<file path="config.mk">
export PLATFORM = sky130hd
export DESIGN_NAME = req_arbiter8
export DESIGN_NICKNAME = d
export VERILOG_FILES = /design/src/rtl/req_arbiter8.sv
export SDC_FILE = /design/constraint.sdc
export NUM_CORES = 1
export LEC_CHECK = 0
export ABC_AREA = 1
export BUFFER_PORTS_ARGS = -buffer_cell sky130_fd_sc_hd__buf_4
export CORE_MARGIN = 2
export CORE_UTILIZATION = 36
export DETAILED_ROUTE_END_ITERATION = 7
export PLACE_DENSITY = 0.55
export SLEW_MARGIN = 10
export SYNTH_ARGS = -nofsm -noshare
export SYNTH_HDL_FRONTEND = slang
export SYNTH_SLANG_ARGS = --single-unit
</file>
<file path="constraint.sdc">
create_clock -name clk -period 1.53 [get_ports clk]
set_input_delay 0.0765 -clock clk [delete_from_list [all_inputs] [get_ports clk]]
set_output_delay 0.0765 -clock clk [all_outputs]
set_load 0.005 [all_outputs]
</file>
<file path="src/rtl/req_arbiter8.sv">
// rtl/req_arbiter8.sv - 8-requester arbiter, fixed-priority or round-robin, with hold-time preemption
module req_arbiter8 #(
    parameter int RR       = 0,
    parameter int MAX_HOLD = 16
) (
    input  logic       clk,
    input  logic       rst,
    input  logic [7:0] req,
    output logic [7:0] gnt,
    output logic [2:0] gnt_id,
    output logic       gnt_valid,
    output logic       preempt
);

    localparam int HW = $clog2(MAX_HOLD);
    localparam logic [HW-1:0] HOLD_LAST = HW'(MAX_HOLD - 1);

    typedef enum logic {
        IDLE  = 1'b0,
        GRANT = 1'b1
    } state_t;

    state_t        state;
    state_t        state_n;
    logic [HW-1:0] hold_cnt;
    logic [HW-1:0] hold_n;
    logic [2:0]    rr_ptr;
    logic [2:0]    ptr_n;
    logic [7:0]    gnt_n;
    logic [2:0]    id_n;
    logic          valid_n;
    logic          preempt_n;

    logic [7:0]    others;
    logic [7:0]    cand;
    logic          owner_req;
    logic          win_valid;
    logic [2:0]    win_idx;

    // Returns {found, index of lowest set bit}.
    function automatic logic [3:0] prio_enc8(input logic [7:0] v);
        logic [3:0] r;
        r = 4'b0;
        for (int i = 7; i >= 0; i--) begin
            if (v[i]) begin
                r = {1'b1, 3'(i)};
            end
        end
        return r;
    endfunction

    // gnt is one-hot, so masking with it isolates the owner without decoding gnt_id.
    assign owner_req = |(req & gnt);
    assign others    = req & ~gnt;
    assign cand      = (state == GRANT) ? others : req;

    generate
        if (RR != 0) begin : g_rr
            logic [7:0] rot;
            logic [3:0] enc;
            // Rotate so rr_ptr lands on bit 0, encode, then rotate the index back.
            always_comb begin
                rot       = 8'({cand, cand} >> rr_ptr);
                enc       = prio_enc8(rot);
                win_valid = enc[3];
                win_idx   = enc[2:0] + rr_ptr;
            end
        end else begin : g_fixed
            logic [3:0] enc;
            always_comb begin
                enc       = prio_enc8(cand);
                win_valid = enc[3];
                win_idx   = enc[2:0];
            end
        end
    endgenerate

    always_comb begin
        state_n   = state;
        hold_n    = hold_cnt;
        ptr_n     = rr_ptr;
        gnt_n     = gnt;
        id_n      = gnt_id;
        valid_n   = gnt_valid;
        preempt_n = 1'b0;

        case (state)
            IDLE: begin
                if (win_valid) begin
                    state_n = GRANT;
                    gnt_n   = 8'b1 << win_idx;
                    id_n    = win_idx;
                    valid_n = 1'b1;
                    hold_n  = '0;
                    ptr_n   = win_idx + 3'd1;
                end
            end
            GRANT: begin
                if (!owner_req) begin
                    hold_n = '0;
                    if (win_valid) begin
                        gnt_n   = 8'b1 << win_idx;
                        id_n    = win_idx;
                        valid_n = 1'b1;
                        ptr_n   = win_idx + 3'd1;
                    end else begin
                        state_n = IDLE;
                        gnt_n   = 8'h00;
                        id_n    = 3'd0;
                        valid_n = 1'b0;
                    end
                end else if (hold_cnt != HOLD_LAST) begin
                    hold_n = hold_cnt + HW'(1);
                end else if (win_valid) begin
                    // Hold expired with others waiting: force the grant over.
                    gnt_n     = 8'b1 << win_idx;
                    id_n      = win_idx;
                    valid_n   = 1'b1;
                    ptr_n     = win_idx + 3'd1;
                    hold_n    = '0;
                    preempt_n = 1'b1;
                end else begin
                    hold_n = '0;
                end
            end
            default: begin
                state_n = IDLE;
                gnt_n   = 8'h00;
                id_n    = 3'd0;
                valid_n = 1'b0;
                hold_n  = '0;
            end
        endcase
    end

    always_ff @(posedge clk) begin
        if (rst) begin
            state     <= IDLE;
            hold_cnt  <= '0;
            rr_ptr    <= 3'd0;
            gnt       <= 8'h00;
            gnt_id    <= 3'd0;
            gnt_valid <= 1'b0;
            preempt   <= 1'b0;
        end else begin
            state     <= state_n;
            hold_cnt  <= hold_n;
            rr_ptr    <= ptr_n;
            gnt       <= gnt_n;
            gnt_id    <= id_n;
            gnt_valid <= valid_n;
            preempt   <= preempt_n;
        end
    end

endmodule
</file>
======== Yosys cells after proc, flatten, opt, wreduce, memory -nomap -nowiden ========
Index checks and enable logic that the tools add are counted.
W data, S select, Z words.
storage, ports and cells
  flip-flop bits (word level) ............. 18
  output and inout bits ................... 13
  word-level logic and storage cells ...... 48
cells by class
  add/subtract/negate cells ............... 1
  equality and inequality tests ........... 3
  shifts and indexed selects .............. 1
  muxes and demuxes ....................... 30
  bitwise gates (word level) .............. 5
  reduce and logical (&&, ||, !) cells .... 2
operator list
  operator               number
  $mux W4                11
  $mux W8                5
  $and A8 B8 Y8          2
  $pmux W8 S2            1
  $mux W3                4
  $not A8 Y8             1
  $pmux W4 S2            1
  $reduce_or A8 Y1       1
  $shl A1 B3 Y8 const A  1
  $pmux W3 S2            1
  $mux W1                5
  $add A4 B1 Y4 const B  1
  $ne A4 B4 Y1 const B   1
  $pmux W1 S2            2
  $reduce_or A4 Y1       1
  $ne A3 B3 Y1 const B   1
  $ne A2 B2 Y1 const B   1
  $not A1 Y1             2

======== Depth between registers and ports, before layout ========
  depth after elaboration ................. 16
  depth in mapped cells ................... 11
  mapped depth without buffers ............ 11

======== Worst setup path before layout ========
No wires, ideal clock.
  path type ............................... reg2reg
  start ................................... register state
  end ..................................... register gnt[0]
  data arrival time ....................... 1340 ps
  data required time ...................... 1460 ps
  slack ................................... 120 ps
  cell stages (with the launch flop) ...... 12
  path buffers ............................ 1
  period minus slack after synthesis ...... 1410 ps
  cells stage by stage .................... dfxtp_1 buf_6 nand2_2 nand2_2 nand2_2 nor2_4 nand3_4 nand2_2 inv_2 nor2_8 nand2_1 a21oi_1
on the way
  word-level cells in the longest chain between the ends .. 14
  elaborated cells on any way between the ends .. 17
RTL lines
  item                      line          text
  start: declaration        23            state_t state;
  start signal: assignment  146           state <= state_n;
  $mux W8                   55            assign cand = (state == GRANT) ? others : req;
  $mux W4 (8 in series)     45            if (v[i]) begin
  $shl A1 B3 Y8             91, 102, 116
  $mux W8                   89, 114
  $mux W8                   112           end else if (hold_cnt != HOLD_LAST) begin
  $mux W8                   99            if (!owner_req) begin
  $pmux W8 S2               87            case (state)
  end signal: assignment    149           gnt <= gnt_n;
  end: declaration          9             output logic [7:0] gnt,
Several ways; a longest one is shown, not always the timed one. The select of a mux whose other input is x is not followed.
A chain may end at the register's enable or synchronous reset.

======== Worst setup path after layout ========
  start ................................... register state
  end ..................................... register gnt[7]
The elaborated chain is that of the path after synthesis.

==> results.sh <==
export IMPL_initial_core_util_pct=38.3
export IMPL_ys_ff_latch=18
export IMPL_die_w_um=55.8
export IMPL_path_class="reg -> reg"
export IMPL_cts_tree="done"
export IMPL_routed_wl_met3_um=142
export IMPL_routed_wl_um=2470
export IMPL_drive_above_1_share_pct=45.1
export IMPL_setup_viol=0
export IMPL_tightest_slew_ns=0.233
export IMPL_yosys_warnings=0
export IMPL_period_minus_slack_ns=1.50
export IMPL_p_per_area_nw_per_um2=730
export IMPL_insertion_delay_ns=0.29
export IMPL_cpPeakStageDelay_ns=0.38
export IMPL_cts_htree_levels=1
export IMPL_grt_start_max_net_pins=15
export IMPL_syn_to_final_growth_pct=45.4
export IMPL_io_buffers=22
export IMPL_rsz0062_at_grt="yes"
export IMPL_cts_root_buf="clkbuf_4"
export IMPL_synth_area_leader_cell="dfxtp_1"
export IMPL_maxSlewHeadroom_pct=84.4
export IMPL_ir_worst_vdd_mv=0.695
export IMPL_post_drt_wl_per_cell_um=11.5
export IMPL_cap_violations=0
export IMPL_wl_met2_um=1140
export IMPL_fin_setup_tns_ns=0
export IMPL_cts_sinks=18
export IMPL_dr_pass1_iters=4
export IMPL_finalWorstSetupSlack_ns=0.0310
export IMPL_synthArstFlopShare_pct=0
export IMPL_dp_slack_ns=-0.0150
export IMPL_dr_total_vias=1046
export IMPL_syn_instance_count=146
export IMPL_yosysSeqAreaShare_pct=37.3
export IMPL_post_synth_num_cell_types=19
export IMPL_skew_ns=0.00337
export IMPL_rrSetupSlack_ns=0.03
export IMPL_numCtsBuffers=3
export IMPL_cp_slowest_cell="dfxtp_4"
export IMPL_fmax_mhz=667
export IMPL_drt_met1_wl_um=1170
export IMPL_crit_chain="buf_6 -> nand2_2 -> nand2_2 -> nand2_2 -> nor2_4 -> nand3_4 -> nand2_4 -> inv_8 -> nor2_8 -> nand2_2 -> a21oi_2"
export IMPL_drv_slew=0
export IMPL_postRouteAntennaNets=0
export IMPL_diodes=0
export IMPL_p_leak_nw=0.653
export IMPL_fillers=274
export IMPL_synthTopCellsByArea="dfxtp_1 (37%), nand2_1 (23%), a21oi_1 (8.3%)"
export IMPL_die_h_um=55.8
export IMPL_cp_common_cell="nand2_2"
export IMPL_clkSlewWorstSetupHoldPaths_ns=0.09
export IMPL_syn_avg_cell_area_um2=6.62
export IMPL_antenna_found_initial=0
export IMPL_cp_end_kind="flip-flop"
export IMPL_cp_buffers_inverters=2
export IMPL_drtIter0Drc=20
export IMPL_avgViaCountPerCell=4.89
export IMPL_num_rows=18
export IMPL_grt_pass1_wl_um=3860
export IMPL_core_area_um2=2520
export IMPL_synth_nets=157
export IMPL_synthFlopType="dfxtp_1"
export IMPL_crit_fanout=5
export IMPL_cts_buffer_depth=2
export IMPL_grt_usage_pct=15.3
export IMPL_hold_class="in -> reg"
export IMPL_critPathTopFamily="simple AND/OR/NAND/NOR gates"
export IMPL_synth_top_area_share_pct=37.3
export IMPL_grt_pass1_vias=924
export IMPL_hold_viol_final=0
export IMPL_cp_arrival_ns=1.72
export IMPL_place_congestion=0.908
export IMPL_fin_crit_sh_pct=98.0
export IMPL_dp_cells=207
export IMPL_final_util_pct=55.8
export IMPL_synth_edf_count=0
export IMPL_syn_cell_area_um2=967
export IMPL_pin_count=23
export IMPL_cp_data_required_time_ns=1.76
export IMPL_netlist_top_cells_count="nand2_1 (58), dfxtp_1 (18), a21oi_1 (16), nor2_1 (10), inv_1 (8)"
export IMPL_synth_most_common_cell="nand2_1"
export IMPL_die_area_um2=3120
export IMPL_nets=197
export IMPL_top_layer_used="met4"
export IMPL_drc_errors=0
export IMPL_final_cells=214
export IMPL_grt_overflow_total=0
export IMPL_start_kind="flip-flop"
export IMPL_outcome="finished clean"
export IMPL_dp_hpwl_um=1810
-- cells in the final DEF, fill, tap and decap left out, drive strengths merged --
master / count
nand2: 64
buf: 36
dfxtp: 18
a21oi: 16
nor2: 14
inv: 12
nand3: 8
o21ai: 6
clkbuf: 3
nand4: 2
nor3: 2
and3: 1
a22oi: 1
ha: 1
-- flip-flops by register name, summed over array words and instances, names as in the netlist --
register	count
gnt	8
hold_cnt	4
gnt_id	3
gnt_valid	1
preempt	1
state	1
-- area by class of cell --
type | instances | area (um^2) | area share [%]
clock buffer | 3 | 22.5 | 1.60
tap | 30 | 37.5 | 2.67
timing repair buffer | 36 | 278 | 19.8
multi-input combinational | 115 | 649 | 46.2
sequential | 18 | 367 | 26.1
inverter | 12 | 52.6 | 3.74
-- power by group --
group / switching [mW] / leakage [nW] / total [mW] / internal, mW
registers: 0.0171 / 0.148 / 0.509 / 0.492
logic: 0.161 / 0.491 / 0.286 / 0.126
clock network: 0.140 / 0.0138 / 0.231 / 0.0915
-- per-layer routing --
| layer | up-vias | global-route usage [%] |
|---|---|---|
| met5 | - | 0 |
| met3 | 2 | 5.81 |
| li1 | 549 | - |
| met2 | 25 | 25.5 |
| met1 | 470 | 19.4 |
| met4 | 0 | 2.04 |
-- worst paths after layout --
check | startpoint | to | cells after the start
setup / recovery | state$_SDFF_PP0_ | gnt[7]$_SDFFE_PP0P_ | 11
hold / removal | rst | gnt[4]$_SDFFE_PP0P_ | 2
setup reg to reg | state$_SDFF_PP0_ | gnt[7]$_SDFFE_PP0P_ | 11
hold reg to reg | gnt_id[2]$_SDFFE_PP0P_ | gnt_id[2]$_SDFFE_PP0P_ | 2
-- stage by stage --
stage,power (mW),area [um^2],hold slack (ns)
floorplan,0.647,967,0.146
global placement,0.748,1240,0.357
detailed placement,0.748,1240,0.360
CTS,0.980,1260,0.0471
global route,1.08,1410,0.0527
finish,1.03,1410,0.0586
-- what timing repair did --
| item | CTS | global route |
|---|---|---|
| setup endpoints to repair | 3 | 12 |
| hold buffers | 0 | 0 |
| buffers inserted | 0 | 3 |
| resized for setup | 2 | 37 |
| gates cloned | 0 | 1 |
| pin swaps | 0 | 17 |
-- logic make-up (layout without fill, tap and decap cells) --
family                   after synthesis  in the layout  share of synthesized area [%]
AND/OR/NAND/NOR                       90             91                           43.1
AO/OA/AOI/OAI                         23             23                           12.2
flip-flops                            18             18                           37.3
buffers and inverters                 14             51                           6.21
adder cells (fa/ha/maj)                1              1                           1.29
Note: power is estimated with default switching activity, not from simulation.
